<file path="config.mk">
export PLATFORM = sky130hd
export DESIGN_NAME = config_chain_segment
export DESIGN_NICKNAME = d
export VERILOG_FILES = /design/src/rtl/kfpga_cfg_pkg.sv /design/src/rtl/cfg_shift_reg.sv /design/src/rtl/config_chain_segment.sv
export SDC_FILE = /design/constraint.sdc
export NUM_CORES = 1
export LEC_CHECK = 0
export CORE_MARGIN = 2
export CORE_UTILIZATION = 50
export CTS_BUF_LIST = sky130_fd_sc_hd__clkbuf_8 sky130_fd_sc_hd__clkbuf_16
export DETAILED_ROUTE_END_ITERATION = 8
export DONT_BUFFER_PORTS = 1
export HOLD_SLACK_MARGIN = 0.02
export PLACE_DENSITY = 0.72
export SYNTH_ARGS = -nofsm -noshare
export SYNTH_HDL_FRONTEND = slang
export SYNTH_SLANG_ARGS = --single-unit
</file>
<file path="constraint.sdc">
create_clock -name clock -period 2.05 [get_ports clock]
set_input_delay 0.3075 -clock clock [delete_from_list [all_inputs] [get_ports clock]]
set_output_delay 0.3075 -clock clock [all_outputs]
set_load 0.02 [all_outputs]
</file>
<file path="src/rtl/kfpga_cfg_pkg.sv">
// rtl/kfpga_cfg_pkg.sv - shared types and sizing helper for configuration chain segments
package kfpga_cfg_pkg;

    // Fill state of a segment since the last reset or commit.
    typedef enum logic [1:0] {
        EMPTY   = 2'd0,
        PARTIAL = 2'd1,
        LOADED  = 2'd2,
        SPILL   = 2'd3
    } cfg_state_t;

    // Bits needed to count from 0 up to and including w.
    function automatic int clog2_p1(input int w);
        int r;
        r = 0;
        for (int i = 0; i < 32; i++) begin
            if ((1 << r) < (w + 1)) begin
                r = r + 1;
            end
        end
        return r;
    endfunction

endpackage

</file>
<file path="src/rtl/cfg_shift_reg.sv">
// rtl/cfg_shift_reg.sv - serial-in serial-out configuration shift register
//
// Ports:
//   clock      rising-edge clock
//   reset      asynchronous active-high reset, clears the register
//   shift_en   shift one bit per cycle while high
//   shift_in   serial data from the upstream segment
//   sreg       parallel view of the register; the first bit of a burst ends up in the MSB
//   shift_out  serial data to the downstream segment (sreg MSB)
module cfg_shift_reg #(
    parameter int WIDTH = 5
) (
    input  logic             clock,
    input  logic             reset,
    input  logic             shift_en,
    input  logic             shift_in,
    output logic [WIDTH-1:0] sreg,
    output logic             shift_out
);

    generate
        if (WIDTH == 1) begin : g_single
            always_ff @(posedge clock or posedge reset) begin
                if (reset) begin
                    sreg <= '0;
                end else if (shift_en) begin
                    sreg <= shift_in;
                end
            end
        end else begin : g_multi
            always_ff @(posedge clock or posedge reset) begin
                if (reset) begin
                    sreg <= '0;
                end else if (shift_en) begin
                    sreg <= {sreg[WIDTH-2:0], shift_in};
                end
            end
        end
    endgenerate

    assign shift_out = sreg[WIDTH-1];

endmodule

</file>
<file path="src/rtl/config_chain_segment.sv">
// rtl/config_chain_segment.sv - double-buffered serial configuration segment for one routing mux
//
// Ports:
//   clock          rising-edge clock
//   reset          asynchronous active-high reset
//   config_enable  shift strobe, one bit per cycle while high
//   config_in      serial data from the upstream segment
//   config_out     serial data to the downstream segment
//   commit         one-cycle pulse copying the shift register into config_data
//   config_data    committed configuration driven to the mux select
//   loaded         at least WIDTH bits shifted since the last reset/commit
//   spill          more than WIDTH bits shifted since the last reset/commit
module config_chain_segment
    import kfpga_cfg_pkg::*;
#(
    parameter int WIDTH = 5
) (
    input  logic             clock,
    input  logic             reset,
    input  logic             config_enable,
    input  logic             config_in,
    output logic             config_out,
    input  logic             commit,
    output logic [WIDTH-1:0] config_data,
    output logic             loaded,
    output logic             spill
);

    localparam int CNT_W = clog2_p1(WIDTH);
    localparam logic [CNT_W-1:0] CNT_FULL = CNT_W'(WIDTH);
    localparam logic [CNT_W-1:0] CNT_ONE  = CNT_W'(1);

    logic [WIDTH-1:0] sreg;
    logic [CNT_W-1:0] count;
    logic [CNT_W-1:0] base_cnt;
    logic [CNT_W-1:0] cnt_next;
    cfg_state_t       state;
    cfg_state_t       base_state;
    cfg_state_t       state_next;

    cfg_shift_reg #(
        .WIDTH (WIDTH)
    ) u_shift (
        .clock     (clock),
        .reset     (reset),
        .shift_en  (config_enable),
        .shift_in  (config_in),
        .sreg      (sreg),
        .shift_out (config_out)
    );

    // A commit restarts the fill tracking first; a shift in the same cycle
    // then counts as the first bit of the next burst.
    always_comb begin
        base_cnt   = commit ? '0 : count;
        base_state = commit ? EMPTY : state;
        cnt_next   = base_cnt;
        state_next = base_state;
        if (config_enable) begin
            cnt_next = (base_cnt == CNT_FULL) ? CNT_FULL : base_cnt + CNT_ONE;
            case (base_state)
                EMPTY:   state_next = (WIDTH == 1) ? LOADED : PARTIAL;
                PARTIAL: state_next = (cnt_next == CNT_FULL) ? LOADED : PARTIAL;
                LOADED:  state_next = SPILL;
                SPILL:   state_next = SPILL;
                default: state_next = EMPTY;
            endcase
        end
    end

    // Shadow register samples the pre-shift sreg, so the mux only ever sees
    // a complete committed word regardless of shifting activity.
    always_ff @(posedge clock or posedge reset) begin
        if (reset) begin
            state       <= EMPTY;
            count       <= '0;
            loaded      <= 1'b0;
            spill       <= 1'b0;
            config_data <= '0;
        end else begin
            state  <= state_next;
            count  <= cnt_next;
            loaded <= (state_next == LOADED) || (state_next == SPILL);
            spill  <= (state_next == SPILL);
            if (commit) begin
                config_data <= sreg;
            end
        end
    end

endmodule

</file>
==> results of run 1 <==
per-layer routing:
layer / vias to the layer above / wire length, um / global-route usage
met5: - / 0 / 0
met4: 0 / 23 / 0.09677
met3: 2 / 64 / 0.05217
met2: 14 / 444 / 0.1844
met1: 175 / 458 / 0.1638
li1: 173 / - / -
how the worst max path moves through the flow:
stage	startpoint	end
6_report	config_data[0]$_DFFE_PP0P_	config_data[0]
4_1_cts	config_data[0]$_DFFE_PP0P_	config_data[0]
3_5_place_dp	count[0]$_DFF_PP0_	count[0]$_DFF_PP0_
2_1_floorplan	count[0]$_DFF_PP0_	count[0]$_DFF_PP0_
3_3_place_gp	count[0]$_DFF_PP0_	count[0]$_DFF_PP0_
5_1_grt	config_data[0]$_DFFE_PP0P_	config_data[0]
power by group through the flow:
stage	logic, mW	clock network, mW	registers [mW]
2_1_floorplan	0.0864	0	0.457
3_3_place_gp	0.0817	0	0.467
4_1_cts	0.0854	0.241	0.462
3_5_place_dp	0.0840	0	0.468
6_report	0.0842	0.233	0.461
5_1_grt	0.0923	0.257	0.468
registers in the layout (all words and copies together), names as in the netlist:
register and cells:
u_shift.sreg 5, spill 1, loaded 1, state 2
config_data 5, count 3
placed cells by master (no fill, tap or decap), drive strengths merged:
cell type / synthesis / routed
dfrtp: 17 / 17
mux2: 11 / 11
nor2: 6 / 6
inv: 3 / 4
clkbuf: 0 / 3
nor2b: 3 / 3
a31oi: 2 / 2
a41oi: 1 / 1
a21boi: 1 / 1
o21ai: 1 / 1
nor3: 1 / 1
nand3: 1 / 1
xnor2: 1 / 1
per-stage QoR:
stage	instance area (um^2)	power, mW
detailed placement	701.9	0.5518
CTS	747.0	0.7884
floorplan	705.7	0.5435
global route	747.0	0.8176
global placement	701.9	0.5484
finish	747.0	0.7779
area by class of cell:
| class | instances | share of cell area |
|---|---|---|
| clock buffers | 3 | 0.05528 |
| clock inverters | 1 | 0.005025 |
| inverters | 3 | 0.01508 |
| multi-input cells | 28 | 0.3300 |
| flip-flops and latches | 17 | 0.5695 |
| well taps | 15 | 0.02513 |
worst register-to-register path, cell delays in order, from the launching register on:
cell,delay [ps]
dfrtp_1,380
nor2b_1,190
mux2_4,310
logic make-up after synthesis:
group           after synthesis  synth area share
flops                        17            0.6028
mux                          11            0.2074
simple gates                 11           0.07622
compound gates                5           0.05320
buf+inv                       5           0.04787
xor+xnor                      1           0.01241
==> metrics.md, run 1 <==
| Metric | Value |
|---|---|
| Util after Layout | `0.5670` |
| Setup bufs post-CTS | `0` |
| Clock sink count | `17` |
| Combinational power share | `0.108` |
| PostCTS Resize Cnt | `0` |
| CP Capture Type | `primary output` |
| Reg clk slew, reported paths | `60 ps` |
| Crit Path Max Fanout | `2` |
| CTS Hold Bufs | `0` |
| H-tree Lvls | `1` |
| Yosys top cell area share | `0.6028` |
| Post-synth EDFFs | `0` |
| Relative slew slack | `0.5886` |
| Area contributors post-synth | `dfrtp_1 (60%), mux2_4 (13%), mux2_2 (8.0%), buf_6 (3.2%), nor2_1 (3.2%)` |
| Antenna diode count | `0` |
| Reg2Reg Capture Point | `count[0]$_DFF_PP0_` |
| Synth Cell Area | `705.7 um^2` |
| Register area share after synthesis | `0.6028` |
| Final period util | `0.4998` |
| Worst-Skew Late Latency | `~240 ps` |
| WHS | `24.72 ps` |
| Actual slew at the worst max-slew pin | `616.4 ps` |
| Sequential power share | `0.592` |
| TNS Setup | `0 ps` |
| Initial antenna violation count | `0` |
| Reg2Reg Depth | `2` |
| FF-to-FF Start | `count[0]$_DFF_PP0_` |
| Status | `finished, final reports clean` |
| Clock Power Share | `0.299` |
| Vias/cell | `around 5.4` |
| R2r setup slk | `approximately 1100 ps` |
| Slew Viols, Final | `0` |
| Dominant cell type by area after synthesis | `dfrtp_1` |
| Syn nets | `55` |
| Leak pwr | `0.3427 nW` |
| Detailed Place HPWL | `645.3 um` |
| Sw Share | `0.2576` |
| Post-route ant nets | `0` |
| Post-route insts no fill | `67` |
| Crit path arrival time | `~720 ps` |
| Main flop type after synthesis | `dfrtp_1` |
| Grt total ovfl | `0` |
| Top-count cell post-synth | `dfrtp_1` |
| Syn Inst Count | `50` |
| Routed length per instance | `14.78 um` |
| RSZ-0062 raised after global routing | `false` |
| Pint | `0.5775 mW` |
| NumNets Final | `58` |
| Hold Violations, Final | `0` |
| Post-synth ARST share | `1.000` |
| Die height | `41.57 um` |
| Place WS | `1084 ps` |
| Most instantiated cells after synthesis | `dfrtp_1 (17), mux2_4 (6), nor2_1 (6)` |
| Critical Path Stages | `0` |
| Final setup margin | `~1000 ps` |
| Detailed Routing Iterations Pass 1 | `4` |
| Max Clock Freq | `976.0 MHz` |
| Layout area overhead | `5.851%` |
| Critical Path RT | `1740 ps` |
| Avg Cell Area, Syn | `14.11 um^2` |
| Largest net degree at the start of global routing | `18` |
| Vias in the first global route | `365` |
| Post-Place Cells | `63` |
| Final wirelength | `990 um` |
| Final setup fails | `0` |
| Psw | `between 0.2 and 0.25 mW` |
| Initial core utilization | `0.5356` |
| # DRC | `0` |
| Ratio of cells with drive above 1 in the final layout | `0.3077` |
| Element type at the critical path start | `flop` |
| Syn. warnings | `0` |
| Routed via count | `364` |
| Max cap viols | `0` |
| CTS buffer count | `3` |
| Die area | `1728 um^2` |
| IO Port Bufs | `0` |
| Crit Path Class | `flop to primary output` |
| I/O pin cnt | `13` |
| Power per cell area | `1041 nW/um^2` |
| Number of synthesized register bits | `17` |
| Layout Skew | `2.069 ps` |
| GRT Total Usage | `0.1320` |
| Seq. cell area | `around 430 um^2` |
| Die W | `41.57 um` |
| Initial DRC count | `6` |
| Yosys cell types | `15` |
| Core footprint | `1318 um^2` |
| Multi-input logic area | `246.5 um^2` |
| VDD IR max | `~0.0005 V` |
| First-pass GRT wire length | `1697 um` |
| CTS tree | `built` |
| Std cell rows | `13` |
| CTS root buf | `clkbuf_8` |
| Max Buffers Root-to-Sink | `2` |
| Minimum clock period | `1025 ps` |
| Worst Hold Class | `input port to asynchronous set/reset pin` |
| RePlAce Congestion | `0.7008` |
| Fillers | `109` |
Note: power is estimated with default switching activity, not from simulation.
==> run 2: changes to the inputs <==
clock period = 1.05 ns   (was 2.05 ns; I/O delays follow)
==> metrics.md, run 2 (synthesized netlist as in run 1, its figures left out) <==
| Metric | Value |
|---|---|
| Largest net degree at the start of global routing | `18 (unchanged)` |
| Fillers | `98 (-10%)` |
| VDD IR max | `0.0009328 V (+84%)` |
| Place WS | `66.93 ps (-1017 ps)` |
| Hold Violations, Final | `0 (unchanged)` |
| Reg clk slew, reported paths | `60 ps (about the same)` |
| Power per cell area | `1996 nW/um^2 (+92%)` |
| Initial antenna violation count | `0 (unchanged)` |
| Crit Path Max Fanout | `4 (+2)` |
| Reg2Reg Capture Point | `count[0]$_DFF_PP0_` |
| Leak pwr | `0.3849 nW (+12%)` |
| Critical Path RT | `1180 ps (-560 ps)` |
| Actual slew at the worst max-slew pin | `204.3 ps (-412.1 ps)` |
| Design Power | `1.636 mW (+110%)` |
| R2r setup slk | `60 ps (-1000 ps)` |
| Util after Layout | `0.6220 (+0.05508)` |
| H-tree Lvls | `1 (unchanged)` |
| CTS root buf | `clkbuf_8` |
| Core footprint | `1318 um^2 (unchanged)` |
| Top delay family on crit path | `flip-flops` |
| Final setup margin | `58.99 ps (-966.4 ps)` |
| WHS | `56.72 ps (+32.01 ps)` |
| Crit Path Class | `flop to flop` |
| Detailed Place HPWL | `651.4 um (+0.95%)` |
| TNS Setup | `0 ps (unchanged)` |
| Worst-Skew Late Latency | `250 ps (about the same)` |
| CP Capture Type | `flop` |
| Seq. cell area | `425.4 um^2 (unchanged)` |
| Final wirelength | `1055 um (+6.6%)` |
| Die area | `1728 um^2 (unchanged)` |
| CTS buffer count | `3 (unchanged)` |
| Detailed Routing Iterations Pass 1 | `4 (unchanged)` |
| Final setup fails | `0 (unchanged)` |
| Ratio of cells with drive above 1 in the final layout | `0.3770 (+0.06936)` |
| FF-to-FF Start | `count[0]$_DFF_PP0_` |
| WHS Path Cells | `1` |
| Max Buffers Root-to-Sink | `2 (unchanged)` |
| CP max stage cell | `dfrtp_1` |
| Max Clock Freq | `1009 MHz` |
| Initial DRC count | `8 (+2)` |
| Max cap viols | `0 (unchanged)` |
| Final instance area | `819.5 um^2 (+9.7%)` |
| Routed via count | `403 (+11%)` |
| CP peak stage delay | `380 ps` |
| Antenna diode count | `0 (unchanged)` |
| Commonest cells after routing, fill and taps aside | `dfrtp_1 (17), buf_4 (7), mux2_4 (6), nor2_1 (6), mux2_2 (5)` |
| IO Port Bufs | `0 (unchanged)` |
| First-pass GRT wire length | `1773 um (+4.5%)` |
| Grt met3 use | `0.05652 (+0.004348)` |
| Most common cell after layout, fill and taps aside | `dfrtp_1` |
| Final period util | `0.9438` |
| Met1 Usage GRT | `0.1719 (+0.008127)` |
| Post-route insts no fill | `76 (+13%)` |
| Element type at the critical path start | `flop` |
| Post-route ant nets | `0 (unchanged)` |
| I/O pin cnt | `13 (unchanged)` |
| Relative slew slack | `0.8633 (+0.2747)` |
| Crit path arrival time | `1130 ps (+410 ps)` |
| Layout Skew | `0.9720 ps (-1.097 ps)` |
| CTS tree | `built` |
| Layout area overhead | `16.13%` |
| Vias/cell | `5.303 (-2.4%)` |
| Std cell rows | `13 (unchanged)` |
| Routed length per instance | `13.88 um (-6.1%)` |
| Routing usage on met2 | `0.2000 (+0.01563)` |
| Critical-path cell list | `nor2b_1 > mux2_4` |
| Status | `finished, final reports clean` |
| Reg2Reg Depth | `2 (unchanged)` |
| PostCTS Resize Cnt | `0 (unchanged)` |
| # DRC | `0 (unchanged)` |
| RSZ-0062 raised after global routing | `false` |
| Min-delay src | `config_in` |
| Dpl cell area | `754.5 um^2 (+7.5%)` |
| Worst Path Buf+Inv | `0` |
| Clock sink count | `17 (unchanged)` |
| Worst Hold Class | `input port to flop` |
| Die W | `41.57 um (unchanged)` |
| Layer with the highest usage | `met2` |
| Grt total ovfl | `0 (unchanged)` |
| Minimum clock period | `991.0 ps` |
| Setup bufs post-CTS | `0 (unchanged)` |
| Multi-input logic area | `246.5 um^2 (unchanged)` |
| GRT Total Usage | `0.1458 (+0.01372)` |
| Die height | `41.57 um (unchanged)` |
| Post-Place Cells | `70 (+11%)` |
| Slew Viols, Final | `0 (unchanged)` |
| Worst hold endpoint | `u_shift.sreg[0]$_DFFE_PP0P_` |
| Vias in the first global route | `388 (+6.3%)` |
| NumNets Final | `67 (+16%)` |
| CTS Hold Bufs | `2 (+2)` |
| Initial core utilization | `0.5356 (unchanged)` |
| RePlAce Congestion | `0.6378 (-9.0%)` |
| Largest regs | `config_data x5, u_shift.sreg x5, count x3` |
==> run 2: changes by cell type in the layout (fill, tap and decap cells not counted) <==
| cell | change |
|---|---|
| buf_4 | +7 |
| dlygate4sd3_1 | +2 |
==> run 2: area by class of cell <==
cell class,instances,area share
clock buffers,3,0.05038
clock inverters,1,0.004580
inverters,3,0.01374
multi-input cells,28,0.3008
flip-flops and latches,17,0.5191
well taps,15,0.02290
repair buffers,9,0.08855
==> run 2: worst max path at each step <==
stage | from | endpoint | slack [ps] | cells after the start
after detailed placement | count[0]$_DFF_PP0_ | count[0]$_DFF_PP0_ | 70 | 2
after global routing | count[0]$_DFF_PP0_ | count[0]$_DFF_PP0_ | 30 | 2
after global placement | count[0]$_DFF_PP0_ | count[0]$_DFF_PP0_ | 100 | 2
final | count[0]$_DFF_PP0_ | count[0]$_DFF_PP0_ | 60 | 2
after CTS | count[0]$_DFF_PP0_ | count[0]$_DFF_PP0_ | 60 | 2
after floorplan | count[0]$_DFF_PP0_ | count[0]$_DFF_PP0_ | 120 | 2
==> run 2: report_power, final <==
group | leakage (nW) | internal (mW) | total, mW | switching (mW)
sequential | 0.209 | 0.753 | 0.819 | 0.0658
combinational | 0.149 | 0.195 | 0.342 | 0.146
clock | 0.0269 | 0.259 | 0.474 | 0.215
total | 0.385 | 1.21 | 1.64 | 0.427
==> run 2: per-layer routing <==
layer | vias up | share of wire
met5 | - | 0
met4 | 0 | 0.035
met3 | 4 | 0.054
met2 | 17 | 0.44
met1 | 192 | 0.47
li1 | 190 | -
==> run 3: changes to the inputs <==
GPL_ROUTABILITY_DRIVEN = 0   (was not set)
PLACE_DENSITY = 0.75   (was 0.72)
clock period = 0.8 ns   (was 1.05 ns; I/O delays follow)
==> metrics.md, run 3 (synthesized netlist as in run 1, its figures left out) <==
| Metric | Value |
|---|---|
| Util after Layout | `0.7151 (+0.09307)` |
| NumNets Final | `73 (+9.0%)` |
| Combinational power share | `0.257 (+0.048)` |
| Final instance area | `942.2 um^2 (+15%)` |
| Crit path arrival time | `1080 ps (-50 ps)` |
| FF-to-FF Start | `count[0]$_DFF_PP0_` |
| Post-route insts no fill | `82 (+7.9%)` |
| Psw | `0.5769 mW (+35%)` |
| R2r setup slk | `-150 ps (-210 ps)` |
| Layout area overhead | `33.51%` |
| Commonest cells after routing, fill and taps aside | `dfrtp_1 (11), buf_6 (8), mux2_4 (7)` |
| Final setup margin | `-148.4 ps (-207.4 ps)` |
| CTS root buf | `clkbuf_8` |
| Reg clk slew, reported paths | `60 ps (about the same)` |
| Largest regs | `config_data x5, u_shift.sreg x5, count x3` |
| Post-Place Cells | `74 (+5.7%)` |
| Die height | `41.57 um (unchanged)` |
| Dpl cell area | `799.5 um^2 (+6.0%)` |
| CTS buffer count | `3 (unchanged)` |
| Final setup fails | `14 (+14)` |
| Clock Power Share | `0.259 (-0.031)` |
| Core footprint | `1318 um^2 (unchanged)` |
| Routed via count | `437 (+8.4%)` |
| Minimum clock period | `948.4 ps (-42.65 ps)` |
| WHS | `34.80 ps (-21.93 ps)` |
| IO Port Bufs | `0 (unchanged)` |
| CP Capture Type | `flop` |
| Grt total ovfl | `0 (unchanged)` |
| Power per cell area | `2430 nW/um^2 (+22%)` |
| Crit Path Max Fanout | `2 (-2)` |
| Clock sink count | `17 (unchanged)` |
| TNS Setup | `-1429 ps (-1429 ps)` |
| WHS Path Cells | `1 (unchanged)` |
| Worst-Skew Late Latency | `240 ps (about the same)` |
| Sw Share | `0.2519 (-0.009390)` |
| Ratio of cells with drive above 1 in the final layout | `0.5970 (+0.2200)` |
| CTS tree | `built` |
| Status | `finished with violations` |
| Reg2Reg Capture Point | `count[0]$_DFF_PP0_` |
| # DRC | `0 (unchanged)` |
| Final period util | `1.185 (+0.2416)` |
| Detailed Routing Iterations Pass 1 | `4 (unchanged)` |
| Leak pwr | `0.4336 nW (+13%)` |
| VDD IR max | `0.001270 V (+36%)` |
| Die area | `1728 um^2 (unchanged)` |
| Vias/cell | `5.329 (+0.50%)` |
| Vias in the first global route | `474 (+22%)` |
| Element type at the critical path start | `flop` |
| Max Clock Freq | `1054 MHz (+4.5%)` |
| Initial DRC count | `5 (-3)` |
| Layout Skew | `1.623 ps (+0.6509 ps)` |
| Pint | `1.713 mW (+42%)` |
| Sequential power share | `0.484 (-0.017)` |
| Post-route ant nets | `0 (unchanged)` |
| RSZ-0062 raised after global routing | `true` |
| I/O pin cnt | `13 (unchanged)` |
| Initial core utilization | `0.5356 (unchanged)` |
| GRT Total Usage | `0.1696 (+0.02383)` |
| Actual slew at the worst max-slew pin | `270.6 ps (+66.28 ps)` |
| Violated checks | `setup timing` |
| Antenna diode count | `0 (unchanged)` |
| Most common cell after layout, fill and taps aside | `dfrtp_1` |
| Reg2Reg Depth | `2 (unchanged)` |
| Initial antenna violation count | `0 (unchanged)` |
| Routed length per instance | `15.21 um (+9.6%)` |
| H-tree Lvls | `1 (unchanged)` |
| Worst Hold Class | `input port to flop` |
| Min-delay src | `config_enable` |
| Largest net degree at the start of global routing | `13 (-5)` |
| Detailed Place HPWL | `847.5 um (+30%)` |
| First-pass GRT wire length | `2145 um (+21%)` |
| Slew Viols, Final | `0 (unchanged)` |
| Worst hold endpoint | `u_shift.sreg[4]$_DFFE_PP0P_` |
| Relative slew slack | `0.8194 (-0.04394)` |
| Max Buffers Root-to-Sink | `2 (unchanged)` |
| Critical Path RT | `930 ps (-250 ps)` |
| Hold Violations, Final | `0 (unchanged)` |
| Max cap viols | `0 (unchanged)` |
| Final wirelength | `1247 um (+18%)` |
| Std cell rows | `13 (unchanged)` |
| Die W | `41.57 um (unchanged)` |
| Crit Path Class | `flop to flop` |
run 3: worst max-delay path by stage:
stage | start | to | slack [ps] | depth (start not counted)
after floorplan | count[0]$_DFF_PP0_ | count[0]$_DFF_PP0_ | -100 | 2
after global placement | count[0]$_DFF_PP0_ | count[0]$_DFF_PP0_ | -80 | 2
after detailed placement | count[0]$_DFF_PP0_ | count[1]$_DFF_PP0_ | -130 | 4
after CTS | count[0]$_DFF_PP0_ | count[0]$_DFF_PP0_ | -120 | 2
after global routing | count[1]$_DFF_PP0_ | count[1]$_DFF_PP0_ | -170 | 3
final | count[0]$_DFF_PP0_ | count[0]$_DFF_PP0_ | -150 | 2
run 3: stage by stage:
| stage | worst slack (ps) | power (mW) |
|---|---|---|
| 2_1_floorplan | -102.6 | 1.414 |
| 3_3_place_gp | -80.22 | 1.554 |
| 3_5_place_dp | -128.1 | 1.578 |
| 4_1_cts | -123.9 | 2.302 |
| 5_1_grt | -172.5 | 2.420 |
| 6_report | -148.4 | 2.290 |
run 3: critical path, stage by stage, from the launching register on:
cell and delay (ps):
dfrtp_1 380, nor2b_4 160, mux2_4 300
run 3: power by group through the flow:
stage	clock (mW)	combinational (mW)	sequential [mW]
after floorplan	0	0.226	1.19
after global placement	0	0.457	1.10
after detailed placement	0	0.471	1.11
after CTS	0.617	0.577	1.11
after global routing	0.676	0.622	1.12
final	0.594	0.588	1.11
run 3: metal layers:
layer	global-route usage	part of all wire	routed length, um	vias to the layer above
met2	0.2938	0.58	718	8
met3	0.03043	0.030	37	0
met1	0.2029	0.39	491	226
met5	0	0	0	-
met4	0.07742	0	0	0
li1	-	-	-	203
run 3: cell type report:
cell class	count	area [um^2]
Timing Repair Buffer	15	150.1
Clock inverter	1	3.754
Inverter	3	11.26
Fill cell	83	375.4
Clock buffer	3	41.29
Tap cell	15	18.77
Multi-Input combinational cell	28	284.0
Sequential cell	17	432.9
run 3: what timing repair did:
item | 4_1_cts | 5_1_grt
endpoints found under the setup margin | 14 | 23
hold endpoints to repair | 23 | 0
gates resized for setup | 10 | 6
buffers inserted | 1 | 0
hold buffers | 3 | 0
pin swaps | 3 | 4
